### src/rtl/player_link.sv
// player_link: framed, checksummed player-state transport over one byte-stream UART.
// Periodic TX framer, RX sync hunter with checksum check, byte timeout and link watchdog.
module player_link #(
  parameter int         PAYLOAD_BYTES = 3,
  parameter logic [7:0] SYNC_BYTE     = 8'hA5,
  parameter int         SEND_PERIOD   = 1_666_667,
  parameter int         BYTE_TIMEOUT  = 20_000,
  parameter int         LINK_TIMEOUT  = 10_000_000,
  localparam int        PW            = 8 * PAYLOAD_BYTES
) (
  input  logic          clk,
  input  logic          rst,
  input  logic [PW-1:0] local_payload,
  output logic [7:0]    tx_data,
  output logic          tx_start,
  input  logic          tx_busy,
  input  logic [7:0]    rx_data,
  input  logic          rx_valid,
  output logic [PW-1:0] remote_payload,
  output logic          remote_valid,
  output logic          link_up,
  output logic [7:0]    err_cnt
);

  localparam int IDX_W = $clog2(PAYLOAD_BYTES + 2);
  localparam int PER_W = $clog2(SEND_PERIOD + 1);
  localparam int BTO_W = $clog2(BYTE_TIMEOUT + 1);
  localparam int LNK_W = $clog2(LINK_TIMEOUT + 1);

  localparam logic [PER_W-1:0] PER_LAST    = PER_W'(SEND_PERIOD - 1);
  localparam logic [BTO_W-1:0] BTO_RELOAD  = BTO_W'(BYTE_TIMEOUT - 1);
  localparam logic [LNK_W-1:0] LNK_MAX     = LNK_W'(LINK_TIMEOUT);
  localparam logic [LNK_W-1:0] LNK_LAST    = LNK_W'(LINK_TIMEOUT - 1);
  localparam logic [IDX_W-1:0] TX_LAST_IDX = IDX_W'(PAYLOAD_BYTES + 1);
  localparam logic [IDX_W-1:0] RX_LAST_IDX = IDX_W'(PAYLOAD_BYTES - 1);

  typedef enum logic [1:0] {TX_IDLE, TX_SEND, TX_ACK, TX_DONE} tx_state_t;
  typedef enum logic [1:0] {RX_HUNT, RX_PAY, RX_CSUM} rx_state_t;

  function automatic logic [7:0] byte_sum(input logic [PW-1:0] p);
    logic [7:0] s;
    s = '0;
    for (int i = 0; i < PAYLOAD_BYTES; i++) s = s + p[8*i +: 8];
    return s;
  endfunction

  // Free-running period counter
  logic [PER_W-1:0] per_q, per_d;
  logic             send_tick;

  always_comb begin
    send_tick = (per_q == PER_LAST);
    per_d     = send_tick ? '0 : per_q + 1'b1;
  end

  always_ff @(posedge clk or posedge rst) begin
    if (rst) per_q <= '0;
    else     per_q <= per_d;
  end

  // TX framer: index 0 is sync, 1..N are payload bytes, N+1 is the checksum
  tx_state_t        tx_state_q;
  logic [IDX_W-1:0] tx_idx_q;
  logic [PW-1:0]    tx_shadow_q;
  logic [7:0]       tx_data_q, tx_byte_d;
  logic             tx_start_q;

  always_comb begin
    tx_byte_d = ~byte_sum(tx_shadow_q);
    if (tx_idx_q == '0) tx_byte_d = SYNC_BYTE;
    for (int i = 0; i < PAYLOAD_BYTES; i++)
      if (tx_idx_q == IDX_W'(i + 1)) tx_byte_d = tx_shadow_q[8*i +: 8];
  end

  always_ff @(posedge clk or posedge rst) begin
    if (rst) begin
      tx_state_q  <= TX_IDLE;
      tx_idx_q    <= '0;
      tx_shadow_q <= '0;
      tx_data_q   <= '0;
      tx_start_q  <= 1'b0;
    end else begin
      tx_start_q <= 1'b0;
      case (tx_state_q)
        TX_IDLE: begin
          if (send_tick) begin
            tx_shadow_q <= local_payload;
            tx_idx_q    <= '0;
            tx_state_q  <= TX_SEND;
          end
        end
        TX_SEND: begin
          if (!tx_busy) begin
            tx_data_q  <= tx_byte_d;
            tx_start_q <= 1'b1;
            tx_state_q <= TX_ACK;
          end
        end
        TX_ACK: begin
          if (tx_busy) tx_state_q <= TX_DONE;
        end
        TX_DONE: begin
          if (!tx_busy) begin
            if (tx_idx_q == TX_LAST_IDX) begin
              tx_state_q <= TX_IDLE;
            end else begin
              tx_idx_q   <= tx_idx_q + 1'b1;
              tx_state_q <= TX_SEND;
            end
          end
        end
        default: tx_state_q <= TX_IDLE;
      endcase
    end
  end

  // RX deframer with byte timeout, error counter and link watchdog
  rx_state_t        rx_state_q;
  logic [IDX_W-1:0] rx_idx_q;
  logic [7:0]       rx_sum_q;
  logic [PW-1:0]    rx_shadow_q;
  logic [BTO_W-1:0] bto_q;
  logic [PW-1:0]    remote_q;
  logic             remote_valid_q;
  logic [LNK_W-1:0] link_cnt_q;
  logic             link_up_q;
  logic [7:0]       err_q;
  logic             rx_good, rx_bad, rx_timeout;

  always_comb begin
    rx_timeout = (rx_state_q != RX_HUNT) && !rx_valid && (bto_q == '0);
    rx_good    = (rx_state_q == RX_CSUM) && rx_valid && (rx_data == ~rx_sum_q);
    rx_bad     = (rx_state_q == RX_CSUM) && rx_valid && (rx_data != ~rx_sum_q);
  end

  always_ff @(posedge clk or posedge rst) begin
    if (rst) begin
      rx_state_q     <= RX_HUNT;
      rx_idx_q       <= '0;
      rx_sum_q       <= '0;
      rx_shadow_q    <= '0;
      bto_q          <= '0;
      remote_q       <= '0;
      remote_valid_q <= 1'b0;
      link_cnt_q     <= '0;
      link_up_q      <= 1'b0;
      err_q          <= '0;
    end else begin
      remote_valid_q <= 1'b0;
      if ((rx_bad || rx_timeout) && err_q != 8'hFF) err_q <= err_q + 8'd1;

      if (rx_good) begin
        remote_q       <= rx_shadow_q;
        remote_valid_q <= 1'b1;
        link_cnt_q     <= '0;
        link_up_q      <= 1'b1;
      end else if (link_cnt_q != LNK_MAX) begin
        link_cnt_q <= link_cnt_q + 1'b1;
        if (link_cnt_q == LNK_LAST) link_up_q <= 1'b0;
      end

      case (rx_state_q)
        RX_HUNT: begin
          if (rx_valid && rx_data == SYNC_BYTE) begin
            rx_idx_q   <= '0;
            rx_sum_q   <= '0;
            bto_q      <= BTO_RELOAD;
            rx_state_q <= RX_PAY;
          end
        end
        RX_PAY: begin
          if (rx_valid) begin
            for (int i = 0; i < PAYLOAD_BYTES; i++)
              if (rx_idx_q == IDX_W'(i)) rx_shadow_q[8*i +: 8] <= rx_data;
            rx_sum_q <= rx_sum_q + rx_data;
            bto_q    <= BTO_RELOAD;
            if (rx_idx_q == RX_LAST_IDX) rx_state_q <= RX_CSUM;
            else                         rx_idx_q   <= rx_idx_q + 1'b1;
          end else if (rx_timeout) begin
            rx_state_q <= RX_HUNT;
          end else begin
            bto_q <= bto_q - 1'b1;
          end
        end
        RX_CSUM: begin
          if (rx_valid || rx_timeout) rx_state_q <= RX_HUNT;
          else                        bto_q      <= bto_q - 1'b1;
        end
        default: rx_state_q <= RX_HUNT;
      endcase
    end
  end

  assign tx_data        = tx_data_q;
  assign tx_start       = tx_start_q;
  assign remote_payload = remote_q;
  assign remote_valid   = remote_valid_q;
  assign link_up        = link_up_q;
  assign err_cnt        = err_q;

endmodule

### config.mk
export PLATFORM = sky130hd
export DESIGN_NAME = player_link
export DESIGN_NICKNAME = d
export VERILOG_FILES = /design/src/rtl/player_link.sv
export SDC_FILE = /design/constraint.sdc
export NUM_CORES = 1
export LEC_CHECK = 0
export CORE_MARGIN = 3
export CORE_UTILIZATION = 30
export CTS_CLUSTER_SIZE = 40
export DETAILED_ROUTE_END_ITERATION = 6
export GPL_ROUTABILITY_DRIVEN = 1
export PLACE_DENSITY = 0.45
export REMOVE_ABC_BUFFERS = 1
export SETUP_SLACK_MARGIN = 0.05
export SYNTH_ARGS = -nofsm -noshare
export SYNTH_HDL_FRONTEND = slang
export SYNTH_SLANG_ARGS = --single-unit
### constraint.sdc
create_clock -name clk -period 7.2 [get_ports clk]
set_input_delay 0.72 -clock clk [delete_from_list [all_inputs] [get_ports clk]]
set_output_delay 0.72 -clock clk [all_outputs]
set_load 0.05 [all_outputs]
==> impl_results.md, run 1 <==
- Final max-slew violation count: 0
- Starting Density: 0.3074
- Slew HR: 0.3347
- DR pass1 iterations: 4
- # DRC: 0
- Peak supply drop: approximately 0.20 mV
- Clock latency at the later pin of the worst-skew pair: around 0.43 ns
- Highest net fanout along the worst path: 50
- Via count: roughly 6000
- Commonest non-fill, non-tap cell in the layout: dfrtp_1
- Syn Std Cell Area: between 0.008 and 0.009 mm^2
- Multiplexer share of the synthesized area: 0.1095
- Main flop type after synthesis: dfrtp_1
- Die height: ~180 um
- Vias in the first global route: between 6000 and 7000
- Final wirelength: between 15000 and 20000 um
- Area Overhead vs Synth: 20.85%
- Detail Route Antenna Nets: 0
- Drt wl/cell: about 15 um
- Setup WS post-layout: around 4.4 ns
- Clock power frac: 0.321
- Slowest cell delay on critical path: ~0.54 ns
- Synth Instances: roughly 800
- Initial antenna violation count: 0
- Fin nets: about 950
- GRT Overall Usage: 0.1291
- Async set or reset register ratio after synthesis: 1.000
- Largest family of logic cells by synthesized area: simple AND/OR/NAND/NOR gates
- ANT cells: 0
- Fraction of layout cells with a size suffix above 1: 0.1412
- CP Data Arrival Time: ~3.1 ns
- Switching part of the total: 0.3323
- WS Path Type: input port to register
- Slowest library cell on the worst path: buf_4
- Mean Syn Cell Area: ~11 um^2
- CTS clk-pin slew, worst paths: about 0.07 ns
- Buffers plus inverters on the worst setup path: 2
- Port bufs: 78
- CTS tree: built
- Place WS: around 4 ns
- Io pins: between 70 and 80
- Post-Synth Simple-Gate Area: 0.1435
- Register share of total power: 0.413
- Req. time, crit path: 7.51 ns
- Clock Tree Buf Depth: 2
- First-pass GRT wire length: between 30000 and 40000 um
- Crit share post-route: 0.3838
- Leakage power: about 4.7 nW
- Post-synthesis register bit count: 169
- Critical path, cell by cell: clkdlybuf4s50_1 -> ha_1 -> nand4_1 -> nor4_2 -> buf_4 -> mux2_2
- Total power: just under 0.003 W
- TritonCTS buffer count: 17
- Root Buffer: clkbuf_16
- Hold-fix buffers, CTS: 0
- Die area: about 0.031 mm^2
- Max frequency: about 360 MHz
- Register area share after synthesis: 0.4898
- Cts repair resizes: 0
- Worst hold path stage count: 2
- Hold WC Path Type: register to register
- Status: completed
- # Max-Cap Violations: 0
- Vias per cell: between 4 and 5
- Routability cong.: ~0.8
- WP depth: 6
- # fillers: about 2900
- Chip Width: between 150 and 200 um
- Adder-Cell Fraction of Synth Area: 0.07448
- Largest net degree at the start of global routing: 93
- Xor and xnor area share after synthesis: 0.06593
- CTS sink count: between 150 and 200
- Leading cell types in the layout, fill and taps excluded: dfrtp_1 (169), nor2_1 (84), clkdlybuf4s50_1 (78)
- First DRT Iteration DRCs: between 200 and 300
- Crit. End Element: register
- Compound-gate portion of the synthesized area: 0.09071
- Post-DP HPWL: approximately 13000 um
- RSZ-0062 raised after global routing: no
- Power density cells: about 280 mW/mm^2
- Setup tns final: 0 ns
- Net Switching: between 0.0009 and 0.001 W
- Gr ovfl total: 0
- H-tree levels: 4
- Warnings, synthesis: 0
- R2R cell count: 9
- Minimum clock period after layout: between 2 and 3 ns
- Slew @ Worst Pin: 0.9979 ns
- Final Skew: between 0.01 and 0.015 ns
- Post-synth EDFFs: 0
- Final Hold Viols: 0
- # Post-CTS Setup Buffers: 0
- Post-synthesis cell type count: 64
- Int Pwr: between 0.0015 and 0.002 W
- Setup violations, final: 0
- Comb power frac: 0.266
- Row Count: 61
- Cell family with most CP delay: buffers and inverters
- Worst Setup Start Kind: input port
- Core area: 0.02809 mm^2
## synth_stat cells, types with 6 or more instances
cell type  count  share of area
nand2_1       58          0.025
a31oi_1        6         0.0043
xor2_1        32          0.032
nand3_1       21          0.012
mux2_4        19          0.033
o21ai_0       29          0.017
nor2_1        84          0.037
xnor2_1       33          0.033
mux2_2        56          0.073
fa_1           9          0.021
clkbuf_1       9         0.0039
ha_1          37          0.054
and3_1        11         0.0080
inv_1         37          0.016
nor2b_1       10         0.0072
nor4_1         8         0.0058
o22a_1         7         0.0071
nand4_1       18          0.013
dfrtp_1      169           0.49
nor3_1        18          0.010
a21oi_1       30          0.017
## worst reg2reg max path, stage by stage, from the launching register on
cell and delay, ns:
dfrtp_1 0.42, fa_1 0.55, ha_1 0.17, inv_1 0.06
fa_1 0.40, nor2b_1 0.20, o31a_1 0.16, o21ai_0 0.11
a31o_2 0.26, o31ai_1 0.22
## worst paths after layout
| kind | startpoint | to | slack, ns |
|---|---|---|---|
| min in group asynchronous | rst | per_q[2]$_DFF_PP0_ | 0.85 |
| setup reg to reg | tx_shadow_q[1]$_DFFE_PP0P_ | tx_data[7]$_DFFE_PP0P_ | 4.55 |
| max in group asynchronous | rst | link_cnt_q[12]$_DFFE_PP0P_ | 4.83 |
| hold reg to reg | tx_data[1]$_DFFE_PP0P_ | tx_data[1]$_DFFE_PP0P_ | 0.48 |
| setup / recovery | rx_data[2] | remote_payload[5]$_DFFE_PP0P_ | 4.44 |
| hold / removal | tx_data[1]$_DFFE_PP0P_ | tx_data[1]$_DFFE_PP0P_ | 0.48 |
## cell families (layout without fill, tap and decap cells)
family                   count (synthesis)  count (layout)
adder cells (fa/ha/maj)                 46              46
buffers and inverters                   54             151
AND/OR/NAND/NOR                        251             251
multiplexers                            78              78
flip-flops                             169             169
AO/OA/AOI/OAI                          118             118
XOR/XNOR                                65              65
## stage by stage
step	std cells	cell area, um^2	hold WS, ns	utilization
floorplan	764	8548	0.4538	-
global placement	1224	9843	0.4692	0.3505
detailed placement	1224	9843	0.4747	0.3505
CTS	1256	10440	0.4897	0.3715
global route	1256	10440	0.5131	0.3715
finish	1256	10440	0.4798	0.3715
## power by group through the flow
| stage | clock network (W) | registers [W] | logic, W |
|---|---|---|---|
| floorplan | 0 | 0.00123 | 0.000553 |
| CTS | 0.000966 | 0.00120 | 0.000790 |
| finish | 0.000935 | 0.00120 | 0.000775 |
| detailed placement | 0 | 0.00122 | 0.000788 |
| global route | 0.00100 | 0.00123 | 0.000885 |
| global placement | 0 | 0.00123 | 0.000784 |
## sequential cells by signal, summed over array words and instances, names as in the netlist
signal          flops
bto_q              15
err_cnt             8
link_cnt_q         24
link_up             1
per_q              21
remote_payload     24
remote_valid        1
rx_idx_q            3
rx_shadow_q        24
rx_state_q          2
rx_sum_q            8
tx_data             8
tx_idx_q            3
tx_shadow_q        24
tx_start            1
tx_state_q          2
## per-layer routing
metal	routed length [um]	up-vias	part of all wire	track usage
li1	-	2913	-	-
met1	9664	2882	0.51	0.1888
met2	8511	55	0.45	0.1959
met3	431	19	0.023	0.02075
met4	268	0	0.014	0.04058
met5	0	-	0	0
## cell type report
cell class	count	area [um^2]	area share
Tap cell	378	473.0	0.04532
Multi-Input combinational cell	558	4187	0.4012
Clock inverter	13	158.9	0.01523
Timing Repair Buffer	82	810.8	0.07770
Sequential cell	169	4229	0.4053
Inverter	37	143.9	0.01379
Clock buffer	19	432.9	0.04149
No activity file was read; power rests on OpenSTA's default activity.
==> run 2, diff against run 1 <==
Clock period 7.2 ns to 2.7 ns, I/O delays scaled along.
==> run 2 against run 1 <==
  * Die area is the same
  * Clock skew grew 0.0041 ns
  * Sequential share of layout area shrank 0.96 points
  * Count of clock-buffer cells in the layout shrank 1
  * Core utilization grew 0.90 points
  * Clock power grew to 2.8 times the previous value
  * Sequential power grew to 2.7 times the previous value
==> impl_results.md, run 2 (synthesized netlist as in run 1, its figures left out) <==
- Port bufs: just under 80
- Status: completed
- TritonCTS buffer count: 17
- Io pins: 79
- Hold-fix buffers, CTS: 0
- Post-DP HPWL: about 14000 um
- Peak supply drop: roughly 0.58 mV
- Die area: around 0.031 mm^2
- Clock latency at the later pin of the worst-skew pair: around 0.43 ns
- Detail Route Antenna Nets: 0
- Row Count: 61
- DR pass1 iterations: 4
- Slowest cell delay on critical path: approximately 0.5 ns
- Gr ovfl total: 0
- Slew HR: 0.5829
- First-pass GRT wire length: approximately 33000 um
- Area Overhead vs Synth: 23.78%
- Chip Width: ~180 um
- Slowest library cell on the worst path: fa_1
- Fin Hold WS: 0.2767 ns
- R2R Path End: tx_data[7]$_DFFE_PP0P_
- Max frequency: roughly 400 MHz
- Highest net fanout along the worst path: 3
- Req. time, crit path: ~3.0 ns
- Commonest non-fill, non-tap cell in the layout: dfrtp_1
- Worst Setup Start Kind: register
- Critical path, cell by cell: fa_1 -> ha_1 -> inv_1 -> fa_2 -> nor2b_2 -> o31a_1 -> o21ai_1 -> a21oi_1 -> a31o_2 -> o31ai_1
- RSZ-0062 raised after global routing: no
- Slew @ Worst Pin: ~0.62 ns
- Final Hold Viols: 0
- Die height: approximately 180 um
- CTS tree: built
- Hold WC Path Type: input port to async pin
- Root Buffer: clkbuf_16
- # Max-Cap Violations: 0
- Leakage power: roughly 4.8 nW
- WS Path Type: register to register
- Cell family with most CP delay: adder cells
- Final wirelength: 19290 um
- Routability cong.: around 0.76
- Fraction of layout cells with a size suffix above 1: 0.1696
- Final Skew: between 0.01 and 0.015 ns
- Setup violations, final: 0
- First DRT Iteration DRCs: 272
- Core area: around 0.028 mm^2
- Clock Tree Buf Depth: 2
- Setup tns final: 0 ns
- CTS sink count: around 170
- CTS clk-pin slew, worst paths: 0.07 ns
- Setup crit start: tx_shadow_q[1]$_DFFE_PP0P_
- Reg2Reg Setup Slack: roughly 0.20 ns
- Power density cells: 745.9 mW/mm^2
- Via count: ~6000
- Largest net degree at the start of global routing: 52
- CP Data Arrival Time: about 2.8 ns
- Initial antenna violation count: 0
- Starting Density: 0.3074
- CP Capture Point: tx_data[7]$_DFFE_PP0P_
- R2r startpoint: tx_shadow_q[1]$_DFFE_PP0P_
- H-tree levels: 4
- # DRC: 0
- Vias per cell: 4.723
- Crit. End Element: register
- Buffers plus inverters on the worst setup path: 1
- Minimum clock period after layout: around 2.5 ns
- Fin nets: about 970
- Drt wl/cell: 15.07 um
- Final max-slew violation count: 0
- WP depth: 10
- R2R cell count: 10
- Leading cell types in the layout, fill and taps excluded: dfrtp_1 (169), nor2_1 (84), clkdlybuf4s50_1 (78)
- Crit share post-route: 0.9266
- Total power: between 0.007 and 0.008 W
- ANT cells: 0
- Vias in the first global route: between 6000 and 7000
- GRT Overall Usage: 0.1306
==> run 2: cell types whose count changed in the layout (fill, tap and decap cells not counted), moves of 2 or more <==
| cell | delta |
|---|---|
| buf_4 | +21 |
| buf_12 | +3 |
| inv_6 | +3 |
| inv_8 | -2 |
==> run 2: worst min path at each step <==
stage	startpoint	endpoint	slack, ns	cells past startpoint
final	rst	per_q[5]$_DFF_PP0_	0.28	2
after global placement	tx_data[1]$_DFFE_PP0P_	tx_data[1]$_DFFE_PP0P_	0.47	2
after global routing	rst	per_q[10]$_DFF_PP0_	0.31	2
after detailed placement	tx_data[0]$_DFFE_PP0P_	tx_data[0]$_DFFE_PP0P_	0.48	2
after floorplan	local_payload[0]	tx_shadow_q[0]$_DFFE_PP0P_	0.42	1
after CTS	rst	per_q[10]$_DFF_PP0_	0.29	2
==> run 2: metal layers <==
layer,track usage,routed length (um),vias to the layer above
met3,0.02313,432,20
met2,0.1958,8711,68
met1,0.1902,9796,2990
met4,0.04487,345,0
li1,-,-,2967
met5,0,0,-
==> run 2: report_power, final <==
part           internal (W)  total, W  switching [W]
clock               0.00148   0.00258        0.00110
sequential          0.00290   0.00321       0.000312
combinational      0.000980   0.00218        0.00120
total               0.00536   0.00797        0.00261
==> run 2: timing repair <==
item,CTS,global route
setup endpoints to repair,0,2
setup buffers,0,0
resized for setup,0,5
==> run 2: worst register-to-register path, cell delays in order, from the launching register on <==
cell and delay (ns):
dfrtp_1 0.42, fa_1 0.49, ha_1 0.23, inv_1 0.07, fa_2 0.22, nor2b_2 0.05, o31a_1 0.25, o21ai_1 0.16
a21oi_1 0.09, a31o_2 0.21, o31ai_1 0.21
==> run 2: stage by stage <==
step	setup WS [ns]	instances	util	instance area, um^2
final	0.1981	1280	0.3805	10690
after global routing	0.05603	1280	0.3805	10690
after CTS	0.1146	1280	0.3800	10670
after detailed placement	0.1525	1248	0.3582	10060
after global placement	0.1502	1248	0.3582	10060
after floorplan	-2.979	764	-	8548
==> run 2: final cells by class <==
| type | instances | area [um^2] |
|---|---|---|
| well taps | 378 | 473.0 |
| clock buffers | 18 | 429.2 |
| inverters | 37 | 143.9 |
| fillers | 2818 | 17400 |
| clock inverters | 14 | 183.9 |
| multi-input cells | 558 | 4200 |
| flip-flops and latches | 169 | 4229 |
| repair buffers | 106 | 1028 |
